===== src/rtl/uart_rx_byte.sv =====
// 8N1 UART receiver. It decodes one byte per frame for the TensorFlowE byte input.
// It flags framing errors and ignores a held-low line until the line returns high.
module uart_rx_byte #(
    parameter int CLKS_PER_BIT = 434
) (
    input  logic       clk,
    input  logic       rst,
    input  logic       rx_en,
    input  logic       rx_serial,
    output logic [7:0] Datos_rx,
    output logic       rx_valid,
    output logic       frame_error,
    output logic       busy
);
    localparam int HALF  = CLKS_PER_BIT / 2 - 1;
    localparam int CNT_W = $clog2(CLKS_PER_BIT);
    localparam logic [CNT_W-1:0] HALF_C = CNT_W'(HALF);
    localparam logic [CNT_W-1:0] LAST_C = CNT_W'(CLKS_PER_BIT - 1);
    localparam logic [CNT_W-1:0] ONE_C  = CNT_W'(1);

    typedef enum logic [2:0] {IDLE, START, DATA, STOP, BREAK} state_t;

    state_t           state, state_d;
    logic             sync1, rx_s;
    logic [CNT_W-1:0] cnt, cnt_d;
    logic [2:0]       idx, idx_d;
    logic [7:0]       shreg, sh_d, data_d;
    logic             valid_d, ferr_d;

    always_ff @(posedge clk) begin
        if (!rst) begin
            sync1       <= 1'b1;
            rx_s        <= 1'b1;
            state       <= IDLE;
            cnt         <= '0;
            idx         <= '0;
            shreg       <= '0;
            Datos_rx    <= '0;
            rx_valid    <= 1'b0;
            frame_error <= 1'b0;
        end else begin
            sync1       <= rx_serial;
            rx_s        <= sync1;
            state       <= state_d;
            cnt         <= cnt_d;
            idx         <= idx_d;
            shreg       <= sh_d;
            Datos_rx    <= data_d;
            rx_valid    <= valid_d;
            frame_error <= ferr_d;
        end
    end

    always_comb begin
        state_d = state;
        cnt_d   = cnt;
        idx_d   = idx;
        sh_d    = shreg;
        data_d  = Datos_rx;
        valid_d = 1'b0;
        ferr_d  = 1'b0;
        if (!rx_en) begin
            state_d = IDLE;
            cnt_d   = '0;
        end else begin
            case (state)
                IDLE: if (!rx_s) begin
                    state_d = START;
                    cnt_d   = '0;
                end
                // Re-check the line at the start-bit centre to reject glitches
                START: if (cnt == HALF_C) begin
                    if (!rx_s) begin
                        state_d = DATA;
                        cnt_d   = '0;
                        idx_d   = '0;
                    end else begin
                        state_d = IDLE;
                    end
                end else begin
                    cnt_d = cnt + ONE_C;
                end
                DATA: if (cnt == LAST_C) begin
                    sh_d  = {rx_s, shreg[7:1]};
                    cnt_d = '0;
                    idx_d = idx + 3'd1;
                    if (idx == 3'd7) state_d = STOP;
                end else begin
                    cnt_d = cnt + ONE_C;
                end
                STOP: if (cnt == LAST_C) begin
                    cnt_d = '0;
                    if (rx_s) begin
                        data_d  = shreg;
                        valid_d = 1'b1;
                        state_d = IDLE;
                    end else begin
                        ferr_d  = 1'b1;
                        state_d = BREAK;
                    end
                end else begin
                    cnt_d = cnt + ONE_C;
                end
                BREAK: if (rx_s) state_d = IDLE;
                default: state_d = IDLE;
            endcase
        end
    end

    assign busy = (state != IDLE);
endmodule

===== config.mk =====
export PLATFORM = sky130hd
export DESIGN_NAME = uart_rx_byte
export DESIGN_NICKNAME = d
export VERILOG_FILES = /design/src/rtl/uart_rx_byte.sv
export SDC_FILE = /design/constraint.sdc
export NUM_CORES = 1
export LEC_CHECK = 0
export CAP_MARGIN = 30
export CORE_MARGIN = 2
export CORE_UTILIZATION = 45
export DETAILED_ROUTE_END_ITERATION = 8
export SETUP_SLACK_MARGIN = 0.05
export SYNTH_ARGS = -nofsm -noshare
export SYNTH_HDL_FRONTEND = slang
export SYNTH_SLANG_ARGS = --single-unit

===== constraint.sdc =====
create_clock -name clk -period 2 [get_ports clk]
set_input_delay 0.3 -clock clk [delete_from_list [all_inputs] [get_ports clk]]
set_output_delay 0.3 -clock clk [all_outputs]
set_load 0.02 [all_outputs]

# After elaboration in Yosys (flattened, before gate mapping)

Index checks and enable logic that the tools add are counted.

Register bits: 35
Output and inout bits: 11

Add/subtract/negate cells: 2
Multiplexer cells: 19
Equality and inequality tests: 14
Reductions and logical operators: 11

Operators by type and width:

| kind                                                             | number |
|---|---|
| 3-bit two-way mux                                                | 10 |
| 9-bit two-way mux                                                | 3 |
| 9-bit one-hot mux with 3 select lines                            | 1 |
| 3-bit one-hot mux with 5 select lines                            | 1 |
| 2-bit != test (second input constant)                            | 7 |
| 9-bit by 1-bit adder with 9-bit output (second input constant)   | 1 |
| 9-bit by 8-bit == test with 1-bit output (second input constant) | 1 |
| 9-bit == test (second input constant)                            | 1 |
| 4-bit AND reduction                                              | 2 |
| 3-bit by 2-bit == test with 1-bit output (second input constant) | 2 |
| 3-bit == test (second input constant)                            | 2 |
| 3-bit one-hot mux with 2 select lines                            | 1 |
| 6-bit AND reduction                                              | 1 |
| 3-bit nonzero test                                               | 2 |
| 5-bit AND reduction                                              | 1 |
| 3-bit by 1-bit adder with 3-bit output (second input constant)   | 1 |
| 3-bit by 1-bit == test with 1-bit output (second input constant) | 1 |
| 3-bit zero test                                                  | 1 |
| 3-bit AND reduction                                              | 1 |
| 1-bit two-way mux                                                | 2 |
| 2-bit two-way mux                                                | 1 |
| 2-bit AND reduction                                              | 1 |
| 2-bit nonzero test                                               | 1 |
| 2-bit OR reduction                                               | 1 |

# Longest topological paths before layout

Depth after elaboration: 4
Mapped depth: 7

# Least setup slack after synthesis

No wires, ideal clock.

Kind: register -> register
Start: register cnt[0]
End: register shreg[0]
Data arrival time: 1501 ps
Buffers on the path: 1
Data required time: 1872 ps
Setup time: 128 ps
Period minus slack after synthesis: 1628 ps
Path slack: 372 ps
Cell stages (with the launch flop): 7
Cell sequence: dfxtp_1 ha_1 nand4bb_4 nor4_4 buf_6 mux2i_1 nor2_1

Longest elaborated chain between the ends: 2

Ends and longest elaborated chain:

| what                          | line | source |
|---|---|---|
| start: declaration            | 25   | `logic [CNT_W-1:0] cnt, cnt_d;` |
| start signal: assignment      | 45   | `cnt <= cnt_d;` |
| 9-bit == test                 | 83   | `DATA: if (cnt == LAST_C) begin` |
| 3-bit AND reduction (no line) | n/a  |  |
| end signal: assignment        | 37   | `shreg <= '0;` |
| end signal: assignment        | 47   | `shreg <= sh_d;` |
| end: declaration              | 27   | `logic [7:0] shreg, sh_d, data_d;` |

No other way between the ends.
A chain may end at the register's enable or synchronous reset.

# Worst setup path after layout

Start: register state[2]
End: output busy

Longest elaborated chain between the ends: 1

Ends and longest elaborated chain:

| what                     | line | source |
|---|---|---|
| start: declaration       | 23   | `state_t state, state_d;` |
| start signal: assignment | 44   | `state <= state_d;` |
| 3-bit nonzero test       | 110  | `assign busy = (state != IDLE);` |
| end: declaration         | 13   | `output logic busy` |

No other way between the ends.

==> flow_metrics.py <==
metrics = {
    "global_routing": {
        "grt_remaining_overflow": 0,
        "grtUsageTotal": 0.196,
        "grt_pass1_wl_mm": 6.48,
        "antenna_found_initial": 0,
        "first_global_vias": 1392,
        "grt_max_degree": 17,
    },
    "pwr": {
        "power_density_nw_per_um2": 629,
        "combPwrFrac": 0.042,
        "power_frac_seq": 0.541,
        "switching_power_mw": 0.326,
        "p_int_mw": 0.973,
        "p_clk_frac": 0.417,
        "ir_drop_mv": 0.417,
        "p_leak_nw": 0.730,
        "p_total_mw": 1.30,
        "power.share.switching": 0.251,
    },
    "final_layout": {
        "drive_gt1_frac": 0.148,
        "antennaDiodeCount": 0,
        "nets": 217,
        "area_growth_pct": 19.3,
    },
    "timing": {
        "min_period_ps": 1850,
        "tns_ps": 0,
        "finalSetupViolCount": 0,
        "skew_ps": 10.1,
        "final_max_slew_viol_count": 0,
        "setup_slack_ps": 154,
        "worst_pin_slew_ps": 414,
        "fin_crit_sh": 0.923,
        "hold_viol_final": 0,
        "max_freq_mhz": 542,
        "slew-limit-headroom": 0.723,
        "rsz0062_at_grt": "false",
        "hold_ws_ps": 423,
    },
    "hold_path": {
        "min_path_type": "reg -> reg",
    },
    "synthesis": {
        "syn_area_sq_um": 1730,
        "yosysUniqueCellTypes": 48,
        "ys_seq_area_frac": 0.405,
        "syn_nets": 193,
        "synth.avg_cell_area_sq_um": 9.40,
        "ys_ff_latch": 35,
        "ys.flop_type": "dfxtp_1",
        "synthCells": 184,
        "ys.warnings.count": 0,
        "synth-async-reset-ratio": 0,
        "synth_edf_count": 0,
    },
    "route": {
        "avgViaCountPerCell": 5.61,
        "antenna_left": 0,
        "wire_per_inst_um": 14.8,
        "vias": 1442,
        "remaining_drc_errors": 0,
        "wirelength_mm": 3.80,
        "drt_iter0_drc": 108,
        "first_pass_iters": 4,
    },
    "clock_network": {
        "cts_hold_buf": 0,
        "cts_tree": "built",
        "numCtsBuffers": 5,
        "root_buffer": "clkbuf_8",
        "clk_latency_ps": 300,
        "clock_path_buffers": 2,
        "htree_levels": 2,
        "clock_sinks": 35,
        "clkSlewWorstSetupHoldPaths_ps": 80,
    },
    "floorplan": {
        "ios": 15,
        "start_util": 0.469,
        "fp.dieW_um": 66.0,
        "core_area_sq_um": 3690,
        "dieHeight_um": 66.0,
        "num_rows": 22,
        "dieArea_sq_um": 4350,
    },
    "status": {
        "status": "complete, no violations",
    },
    "setup_path": {
        "start_kind": "register",
        "arrival_ps": 1550,
        "crit_fanout": 12,
        "required_ps": 1700,
        "path_class": "reg -> out",
        "end_kind": "primary output",
    },
    "placement": {
        "dp_hpwl_mm": 2.70,
        "place_ws_ps": 136,
        "place.gp.congestion": 0.835,
        "port_buffers": 14,
    },
    "run": {
        "maxCapViolations": 0,
    },
}
layout make-up:
cell class	count	area (sq um)
flip-flops and latches	35	704
clock buffers	5	68.8
well taps	48	60.1
multi-input cells	136	965
clock inverters	3	23.8
fillers	357	1630
inverters	5	18.8
repair buffers	25	223
cell families after synthesis:
logic type | count (synthesis) | synth area share
mux | 18 | 0.104
flops | 35 | 0.405
buf+inv | 13 | 0.0412
fa+ha+maj | 5 | 0.0362
simple gates | 73 | 0.243
xor+xnor | 2 | 0.0101
compound gates | 38 | 0.160
metrics by stage:
| step | instance area, sq um | std cells | util |
|---|---|---|---|
| after global placement | 1970 | 249 | 0.533 |
| final | 2060 | 257 | 0.559 |
| after detailed placement | 1970 | 249 | 0.533 |
| after global routing | 2060 | 257 | 0.559 |
| after floorplan | 1730 | 184 | - |
| after CTS | 2060 | 257 | 0.558 |
final timing paths:
path / slack (ps) / cells after the start / startpoint / end
max: 150 / 3 / state[2] / busy
max reg2reg: 190 / 6 / cnt[0] / Datos_rx[6]
min reg2reg: 420 / 1 / sync1 / rx_s
min: 420 / 1 / sync1 / rx_s
cell usage after synthesis (all sizes together), types with 5 or more instances:
cell type | instances | area share
ha | 5 | 0.036
buf | 6 | 0.026
nor2 | 19 | 0.041
mux2i | 18 | 0.10
o21ai | 7 | 0.020
a21oi | 7 | 0.020
nand2b | 5 | 0.018
nor2b | 5 | 0.018
nand2 | 16 | 0.036
nand3 | 7 | 0.020
dfxtp | 35 | 0.41
critical path, stage by stage (launching register included):
cell and delay, ps:
dfxtp_2 470, nor2_1 110, nand2_1 80, clkdlybuf4s50_1 590
cells in the final DEF (no fill, tap or decap), types with 5 or more instances in the layout:
| cell | n |
|---|---|
| a21oi_1 | 7 |
| buf_4 | 11 |
| clkbuf_8 | 5 |
| clkdlybuf4s50_1 | 14 |
| dfxtp_1 | 32 |
| ha_1 | 5 |
| mux2i_1 | 18 |
| nand2_1 | 15 |
| nand2b_1 | 5 |
| nand3_1 | 7 |
| nor2_1 | 19 |
| nor2b_1 | 5 |
| o21ai_0 | 7 |
power groups by stage:
| stage | Clock [mW] | Combinational, mW | Sequential [mW] |
|---|---|---|---|
| global placement | 0 | 0.0534 | 0.719 |
| finish | 0.542 | 0.0549 | 0.702 |
| floorplan | 0 | 0.0303 | 0.717 |
| global route | 0.587 | 0.0590 | 0.703 |
| detailed placement | 0 | 0.0542 | 0.719 |
| CTS | 0.556 | 0.0546 | 0.702 |
per-layer routing:
layer,vias up,track usage,part of all wire
li1,714,-,-
met1,700,0.257,0.48
met2,23,0.306,0.47
met3,5,0.0545,0.034
met4,0,0.0740,0.014
met5,-,0,0
flip-flops by register name, summed over array words and instances, names as in the netlist:
name / count
idx: 3
shreg: 8
rx_s: 1
frame_error: 1
state: 3
Datos_rx: 8
rx_valid: 1
cnt: 9
sync1: 1
timing repair:
item | 4_1_cts | 5_1_grt
buffers inserted | 0 | 0
resized for setup | 1 | 3
endpoints found under the setup margin | 1 | 5
No activity file was read; power rests on OpenSTA's default activity.
